## src/rtl/sa_result_drain.sv

```systemverilog
// Systolic-array result drain: deskews a skewed wavefront into whole rows and queues them.
// Define SA_DRAIN_SAT_EN to saturate each lane to OW bits instead of truncating.
module sa_result_drain #(
  parameter int N  = 4,
  parameter int DW = 32,
  parameter int OW = 16
) (
  input  logic                   clk,
  input  logic                   rst,
  input  logic                   enable,
  input  logic                   start,
  output logic                   busy,
  input  logic                   in_valid,
  output logic                   in_ready,
  input  logic [N*DW-1:0]        in_data,
  output logic                   out_valid,
  input  logic                   out_ready,
  output logic [$clog2(N)-1:0]   out_row,
  output logic [N*OW-1:0]        out_data,
  output logic                   done
);

  localparam int RW = $clog2(N);
  localparam int BW = $clog2(2 * N - 1);
  localparam int CW = $clog2(N + 1);

  typedef enum logic [1:0] {StIdle, StRun, StFlush, StDone} state_e;

  state_e            state_q, state_d;
  logic [BW-1:0]     beat_q;
  logic [RW-1:0]     wr_ptr_q, rd_ptr_q;
  logic [CW-1:0]     cnt_q;
  logic [N*OW-1:0]   mem_q [N];
  logic [N*DW-1:0]   aligned;
  logic [N*OW-1:0]   row_conv;
  logic              xfer, push, pop;

`ifdef SA_DRAIN_SAT_EN
  localparam logic signed [DW-1:0] SatMax = {{(DW-OW+1){1'b0}}, {(OW-1){1'b1}}};
  localparam logic signed [DW-1:0] SatMin = {{(DW-OW+1){1'b1}}, {(OW-1){1'b0}}};

  function automatic logic [OW-1:0] conv(input logic [DW-1:0] v);
    if ($signed(v) > SatMax)      return SatMax[OW-1:0];
    else if ($signed(v) < SatMin) return SatMin[OW-1:0];
    else                          return v[OW-1:0];
  endfunction
`else
  function automatic logic [OW-1:0] conv(input logic [DW-1:0] v);
    return v[OW-1:0];
  endfunction
`endif

  assign in_ready  = (state_q == StRun);
  assign xfer      = in_valid & in_ready & enable;
  // Row r completes on beat r+N-1, so the first N-1 beats only prime the deskew lines.
  assign push      = xfer & (beat_q >= BW'(N - 1));
  assign out_valid = (cnt_q != '0);
  assign pop       = out_valid & out_ready & enable;
  assign busy      = (state_q == StRun) || (state_q == StFlush);
  assign done      = (state_q == StDone);
  assign out_row   = rd_ptr_q;
  assign out_data  = out_valid ? mem_q[rd_ptr_q] : '0;

  // Lane j is delayed by N-1-j transferred beats; the last lane passes straight through.
  for (genvar j = 0; j < N; j++) begin : g_lane
    localparam int D = N - 1 - j;
    if (D == 0) begin : g_pass
      assign aligned[j*DW +: DW] = in_data[j*DW +: DW];
    end else begin : g_dly
      logic [DW-1:0] sr_q [D];
      always_ff @(posedge clk or posedge rst) begin
        if (rst) begin
          for (int k = 0; k < D; k++) sr_q[k] <= '0;
        end else if (xfer) begin
          sr_q[0] <= in_data[j*DW +: DW];
          for (int k = 1; k < D; k++) sr_q[k] <= sr_q[k-1];
        end
      end
      assign aligned[j*DW +: DW] = sr_q[D-1];
    end
    assign row_conv[j*OW +: OW] = conv(aligned[j*DW +: DW]);
  end

  always_ff @(posedge clk) begin
    if (push) mem_q[wr_ptr_q] <= row_conv;
  end

  always_ff @(posedge clk or posedge rst) begin
    if (rst) begin
      state_q  <= StIdle;
      beat_q   <= '0;
      wr_ptr_q <= '0;
      rd_ptr_q <= '0;
      cnt_q    <= '0;
    end else begin
      state_q <= state_d;
      if (state_q == StIdle && start && enable) beat_q <= '0;
      else if (xfer)                            beat_q <= beat_q + 1'b1;
      if (push) wr_ptr_q <= (wr_ptr_q == RW'(N - 1)) ? '0 : wr_ptr_q + 1'b1;
      if (pop)  rd_ptr_q <= (rd_ptr_q == RW'(N - 1)) ? '0 : rd_ptr_q + 1'b1;
      case ({push, pop})
        2'b10:   cnt_q <= cnt_q + 1'b1;
        2'b01:   cnt_q <= cnt_q - 1'b1;
        default: cnt_q <= cnt_q;
      endcase
    end
  end

  always_comb begin
    state_d = state_q;
    unique case (state_q)
      StIdle:  if (start && enable) state_d = StRun;
      StRun:   if (xfer && beat_q == BW'(2 * N - 2)) state_d = StFlush;
      StFlush: if (pop && rd_ptr_q == RW'(N - 1) && cnt_q == CW'(1)) state_d = StDone;
      StDone:  if (enable) state_d = StIdle;
      default: state_d = StIdle;
    endcase
  end

endmodule

```

## config.mk

```make
export PLATFORM = sky130hd
export DESIGN_NAME = sa_result_drain
export DESIGN_NICKNAME = d
export VERILOG_FILES = /design/src/rtl/sa_result_drain.sv
export SDC_FILE = /design/constraint.sdc
export NUM_CORES = 1
export LEC_CHECK = 0
export ABC_AREA = 1
export CAP_MARGIN = 10
export CORE_ASPECT_RATIO = 0.5
export CORE_MARGIN = 2
export CORE_UTILIZATION = 40
export DETAILED_ROUTE_END_ITERATION = 16
export DONT_BUFFER_PORTS = 1
export GPL_ROUTABILITY_DRIVEN = 0
export SYNTH_ARGS = -nofsm -noshare
export SYNTH_HDL_FRONTEND = slang
export SYNTH_SLANG_ARGS = --single-unit
```

## constraint.sdc

```tcl
create_clock -name clk -period 5.85 [get_ports clk]
set_input_delay 0.585 -clock clk [delete_from_list [all_inputs] [get_ports clk]]
set_output_delay 0.585 -clock clk [all_outputs]
set_load 0.005 [all_outputs]
```

==> reports/metrics.yaml, run 1 <==
outcome:
  status: "finished clean"
grt:
  first_global_vias: 8837
  antenna_found_initial: 1
  grt_pass1_wl_um: 48200
  track_usage_pct: 16.87
  grt_max_degree: 99
  grt-ovfl-total: 0
logic_synthesis:
  synth_seq_cells: 364
  synth_mux_area_share_pct: 0
  ys_seq_area_share_pct: 72.57
  synth-xor-area-share_pct: 0.1835
  syn-cell-area_um2: 14320
  synth_top_area_share_pct: 53.70
  synth_top_family_by_area: "simple AND/OR/NAND/NOR gates"
  synth_area_leaders: "edfxtp_1 54%, dfrtp_1 19%, nand2_1 7.1%, nor2_1 7.0%, o21ai_0 5.1%"
  yosys.area_share.simple_pct: 14.37
  synth.net_count: 1412
  yosysWarningCount: 0
  syn_avg_cell_area_um2: 11.36
  yosysUniqueCellTypes: 24
  synthCells: 1260
  synth_fa_ha_area_share_pct: 1.573
  synth_compound_area_share_pct: 7.892
  yosysTopAreaCell: "edfxtp_1"
drt:
  drtIter0Drc: 662
  vias: 8862
  drtPass1Iterations: 5
  postRouteAntennaNets: 0
  drc: 0
  drt-total-wl_um: 32130
  via_per_inst: 5.081
  wl_per_cell_um: 18.42
timing:
  post-route-min-period_ns: 3.937
  tightest_slew_ns: 1.144
  max_slew_margin_pct: 23.52
  finalSetupViolations: 0
  finalSetupTns_ns: 0
  finClkSkew_ns: 0.01562
  slew_violations: 0
  worst_slack_ns: 1.913
  hold_viol_final: 0
  rsz0062_at_grt: "false"
  period_share_pct: 67.30
  fmax_mhz: 254.0
floorplanning:
  die_y_um: 137.8
  initial_core_util_pct: 41.10
  core_area_um2: 34830
  io_pins: 204
  die_area_um2: 37410
  rows: 48
  die_w_um: 271.5
final_layout:
  area_growth_pct: 10.41
  nets: 1395
  postLayoutCellArea_um2: 15810
  fillers: 3135
  layout_common_cells: "271 x nand2_1, 262 x nor2_1, 256 x edfxtp_1"
  multiInputGateArea_um2: 3476
  drive_gt1_share_pct: 6.151
  final_common_cell: "nand2_1"
  ff_latch_area_um2: 10400
worst_setup_path:
  required_ns: 5.27
  critPathCaptureType: "primary output"
  arrival_ns: 3.35
  start_kind: "flop"
  crit_type: "flop to primary output"
  crit_fanout: 72
clock_tree:
  cts_sinks: 364
  clk_pin_slew_ns: 0.06
  cts_tree: "yes"
  cts_buffers: 35
  holdBufCountCts: 0
  clk_latency_ns: 0.51
  cts_resized: 0
  root_buffer: "clkbuf_16"
  ctsLongestPathBuffers: 3
  cts.htree.levels: 2
  cts_setup_buffers: 0
placed_design:
  place_ws_ns: 2.301
  port_buffers: 0
  dp_hpwl_um: 17590
  placed_area_um2: 14750
power:
  irDropWorstVdd_mv: 0.2547
  p_leak_nw: 6.115
  p_per_area_nw_per_um2: 499.1
hold_path:
  hp-class: "input port to async pin"
job:
  drv_cap: 0
==> metrics by stage <==
step / util (%) / hold WS (ns) / power, W / cells
after floorplan: - / 0.4422 / 0.005214 / 1260
after global placement: 42.33 / 0.4580 / 0.005751 / 1681
after detailed placement: 42.33 / 0.4582 / 0.005871 / 1681
after CTS: 45.37 / 0.09416 / 0.007978 / 1743
after global routing: 45.37 / 0.1319 / 0.008371 / 1743
final: 45.38 / 0.07604 / 0.007890 / 1744
==> critical path, stage by stage, from the launching register on <==
cell and delay, ns:
dfrtp_4 0.87, clkinv_2 0.81, buf_4 0.61, o21ai_0 0.29
a21oi_1 0.15
==> cells by family after synthesis <==
family,count (synthesis)
DFF,364
adders and majority gates,18
xor gates and xnor gates,3
and+or+nand+nor,544
AOI/OAI and AO/OA,224
buffers and inverters,107
==> layout make-up <==
type                            count  share of cell area [%]
Clock buffer                       49                   6.269
Inverter                           39                  0.9578
Clock inverter                     13                  0.4195
Multi-Input combinational cell    789                   21.99
Sequential cell                   364                   65.76
Timing Repair Buffer               14                  0.8232
Tap cell                          475                   3.760
Antenna cell                        1                 0.01583
==> report_power, final <==
group / switching (W) / leakage [nW] / total, W / internal [W]
sequential: 0.000380 / 3.69 / 0.00374 / 0.00336
clock: 0.000922 / 0.529 / 0.00211 / 0.00119
combinational: 0.00142 / 1.89 / 0.00204 / 0.000614
==> Yosys cell counts (all sizes together) <==
cell type / number
nand2: 271
nor2: 266
edfxtp: 256
o21ai: 156
dfrtp: 108
a21oi: 65
buf: 41
inv: 39
clkbuf: 27
ha: 18
nand3: 6
o22ai: 2
xnor2: 2
o21bai: 1
or2: 1
xor2: 1
==> registers in the layout (all words and copies together), names as in the netlist <==
register	count
mem_q	256
aligned	32
g_lane.g_dly.sr_q	64
beat_q	3
cnt_q	3
state_q	2
out_row	2
wr_ptr_q	2
==> worst paths after layout <==
check | depth (start not counted) | slack, ns | end | startpoint
hold reg to reg | 2 | 0.46 | aligned[14]$_DFFE_PP0P_ | g_lane[0].g_dly.sr_q[46]$_DFFE_PP0P_
min in group clk | 0 | 0.17 | mem_q[1][59]$_DFFE_PP_ | in_data[107]
max in group asynchronous | 2 | 4.50 | g_lane[2].g_dly.sr_q[8]$_DFFE_PP0P_ | rst
setup reg to reg | 7 | 2.29 | mem_q[3][14]$_DFFE_PP_ | state_q[1]$_DFFE_PP0P_
setup / recovery | 4 | 1.91 | out_data[58] | out_row[0]$_DFFE_PP0P_
hold / removal | 1 | 0.08 | g_lane[1].g_dly.sr_q[41]$_DFFE_PP0P_ | rst
==> per-layer routing <==
metal,GRT usage [%],up-vias,routed length (um)
met1,21.58,4385,13960
li1,-,4192,-
met4,6.166,0,946
met2,28.70,214,15550
met3,3.520,71,1674
met5,0,-,0
Power figures use the tool's default switching activity.
==> run 2, diff against run 1 <==
==> constraint.sdc (replaced) <==
create_clock -name clk -period 3.3 [get_ports clk]
set_input_delay 0.33 -clock clk [delete_from_list [all_inputs] [get_ports clk]]
set_output_delay 0.33 -clock clk [all_outputs]
set_load 0.005 [all_outputs]
==> reports/metrics.yaml, run 2 (synthesized netlist as in run 1, its figures left out) <==
outcome:
  status: "finished clean"
drt:
  drc: 0  # unchanged
  drt-total-wl_um: 31990  # -0.44%
  vias: 9108  # +2.8%
  drtPass1Iterations: 5  # unchanged
  postRouteAntennaNets: 0  # unchanged
  drtIter0Drc: 652  # -1.5%
  via_per_inst: 5.010  # -1.4%
  wl_per_cell_um: 17.60  # -4.5%
final_layout:
  final-instance-count-excl-fill: 1818  # +4.2%
  fillers: 3084  # -1.6%
  largest_reg_flops: 256  # unchanged
  postLayoutCellArea_um2: 16600  # +5.0%
  antennaDiodeCount: 0  # -1
  layout_common_cells: "271 x nand2_1, 262 x nor2_1, 256 x edfxtp_1"
  nets: 1467  # +5.2%
  final_common_cell: "nand2_1"
  ff_latch_area_um2: 10400  # unchanged
  top_register: "mem_q"
  multiInputGateArea_um2: 3476  # unchanged
  area_growth_pct: 15.95
  drive_gt1_share_pct: 6.180  # +0.029 points
placed_design:
  dp_hpwl_um: 17630  # +0.19%
  dp.cells: 1687  # +0.36%
  port_buffers: 0  # unchanged
  placed_area_um2: 14820  # +0.48%
timing:
  max_slew_margin_pct: 27.68  # +4.2 points
  period_share_pct: 86.30
  finClkSkew_ns: 0.01317  # -0.002448 ns
  hold_viol_final: 0  # unchanged
  post-route-min-period_ns: 2.848
  slew_violations: 0  # unchanged
  finalSetupViolations: 0  # unchanged
  fmax_mhz: 351.1
  tightest_slew_ns: 1.085  # -0.05969 ns
  rsz0062_at_grt: "false"
clock_tree:
  cts_sinks: 364  # unchanged
  cts_buffers: 36  # +2.9%
  ctsLongestPathBuffers: 3  # unchanged
  root_buffer: "clkbuf_16"
  cts.htree.levels: 2  # unchanged
  cts_resized: 0  # unchanged
  clk_pin_slew_ns: 0.06  # about the same
  holdBufCountCts: 65  # +65
  cts_setup_buffers: 0  # unchanged
  clk_latency_ns: 0.53  # +0.02 ns
  cts_tree: "yes"
grt:
  grt_pass1_wl_um: 49290  # +2.3%
  track_usage_pct: 17.16  # +0.29 points
  first_global_vias: 8925  # +1.0%
  grt_max_degree: 99  # unchanged
  grt-ovfl-total: 0  # unchanged
  antenna_found_initial: 0  # -1
power:
  seq_power_share_pct: 45.7  # -1.8 points
  irDropWorstVdd_mv: 0.4797  # +88%
  switchingPower_w: 0.004873  # +79%
  p_leak_nw: 6.455  # +5.6%
  p_per_area_nw_per_um2: 862.5  # +73%
  pwr-share-clk_pct: 27.4  # +0.7 points
  intPower_w: 0.009444  # +83%
  power_switching_share_pct: 34.04  # -0.51 points
  p_comb_share_pct: 26.9  # +1.1 points
floorplanning:
  die_y_um: 137.8  # unchanged
  io_pins: 204  # unchanged
  die_area_um2: 37410  # unchanged
  rows: 48  # unchanged
  die_w_um: 271.5  # unchanged
  core_area_um2: 34830  # unchanged
  initial_core_util_pct: 41.10  # unchanged
worst_setup_path:
  start_kind: "flop"
  crit_fanout: 37  # -49%
  crit_type: "flop to primary output"
  required_ns: 2.97  # -2.30 ns
  arrival_ns: 2.52  # -0.83 ns
  critPathCaptureType: "primary output"
hold_path:
  hp-class: "input port to flop"
job:
  drv_cap: 0  # unchanged
[run 2: cell count changes in the layout (fill, tap and decap cells not counted)]
cell           before  now
diode_2             1    0
buf_4              12   16
clkinv_4            1    0
clkbuf_1           10   14
inv_6               0    2
inv_8               0    1
dlygate4sd3_1       0   65
clkbuf_8            2    5
clkinv_1            2    3
clkinv_2           12    5
bufinv_16           0    1
buf_12              2    4
[run 2: final timing paths]
kind / from / slack, ns / depth (start not counted) / to
setup / recovery: cnt_q[0]$_DFFE_PP0P_ / 0.45 / 6 / out_data[47]
hold / removal: start / 0.21 / 5 / beat_q[0]$_DFFE_PP0P_
setup reg to reg: state_q[1]$_DFFE_PP0P_ / 0.86 / 9 / state_q[0]$_DFFE_PP0P_
hold reg to reg: g_lane[0].g_dly.sr_q[75]$_DFFE_PP0P_ / 0.47 / 2 / g_lane[0].g_dly.sr_q[43]$_DFFE_PP0P_
max in group asynchronous: rst / 2.21 / 3 / aligned[15]$_DFFE_PP0P_
min in group asynchronous: rst / 0.38 / 2 / aligned[37]$_DFFE_PP0P_
[run 2: layer usage]
| layer | wire (um) | vias up | share of wire [%] | global-route usage, % |
|---|---|---|---|---|
| met4 | 463 | 0 | 1.4 | 4.548 |
| met2 | 16240 | 202 | 51 | 30.16 |
| met3 | 1636 | 37 | 5.1 | 3.276 |
| met5 | 0 | - | 0 | 0 |
| li1 | - | 4343 | - | - |
| met1 | 13650 | 4526 | 43 | 22.02 |
[run 2: critical path, cell delays in order, from the launching register on]
cell     delay [ns]
dfrtp_1        0.42
inv_1          0.10
ha_1           0.15
nand2_1        0.14
inv_2          0.71
buf_12         0.29
a21oi_1        0.14
[run 2: power groups by stage]
stage	clock network (W)	registers [W]	logic [W]
4_1_cts	0.00401	0.00654	0.00393
3_3_place_gp	0	0.00656	0.00372
5_1_grt	0.00419	0.00665	0.00439
2_1_floorplan	0	0.00645	0.00280
3_5_place_dp	0	0.00663	0.00384
6_report	0.00392	0.00654	0.00386
[run 2: final cells by class]
cell class                 instances  share of cell area, %
sequential                       364                  62.62
multi-input combinational        789                  20.94
clock buffer                      56                  6.309
timing repair buffer              85                  5.125
tap                              475                  3.580
inverter                          39                 0.9120
clock inverter                    10                 0.5125
[run 2: per-stage QoR]
step	setup WS (ns)	TNS (ns)	util [%]	power [W]	hold WS [ns]
6_report	0.4521	0	47.65	0.01432	0.2058
3_5_place_dp	0.8626	0	42.54	0.01047	0.3123
2_1_floorplan	-0.06303	-16.13	-	0.009246	0.4289
4_1_cts	0.3847	0	47.65	0.01448	0.1764
5_1_grt	0.3360	0	47.65	0.01522	0.2572
3_3_place_gp	0.9141	0	42.54	0.01028	0.2992
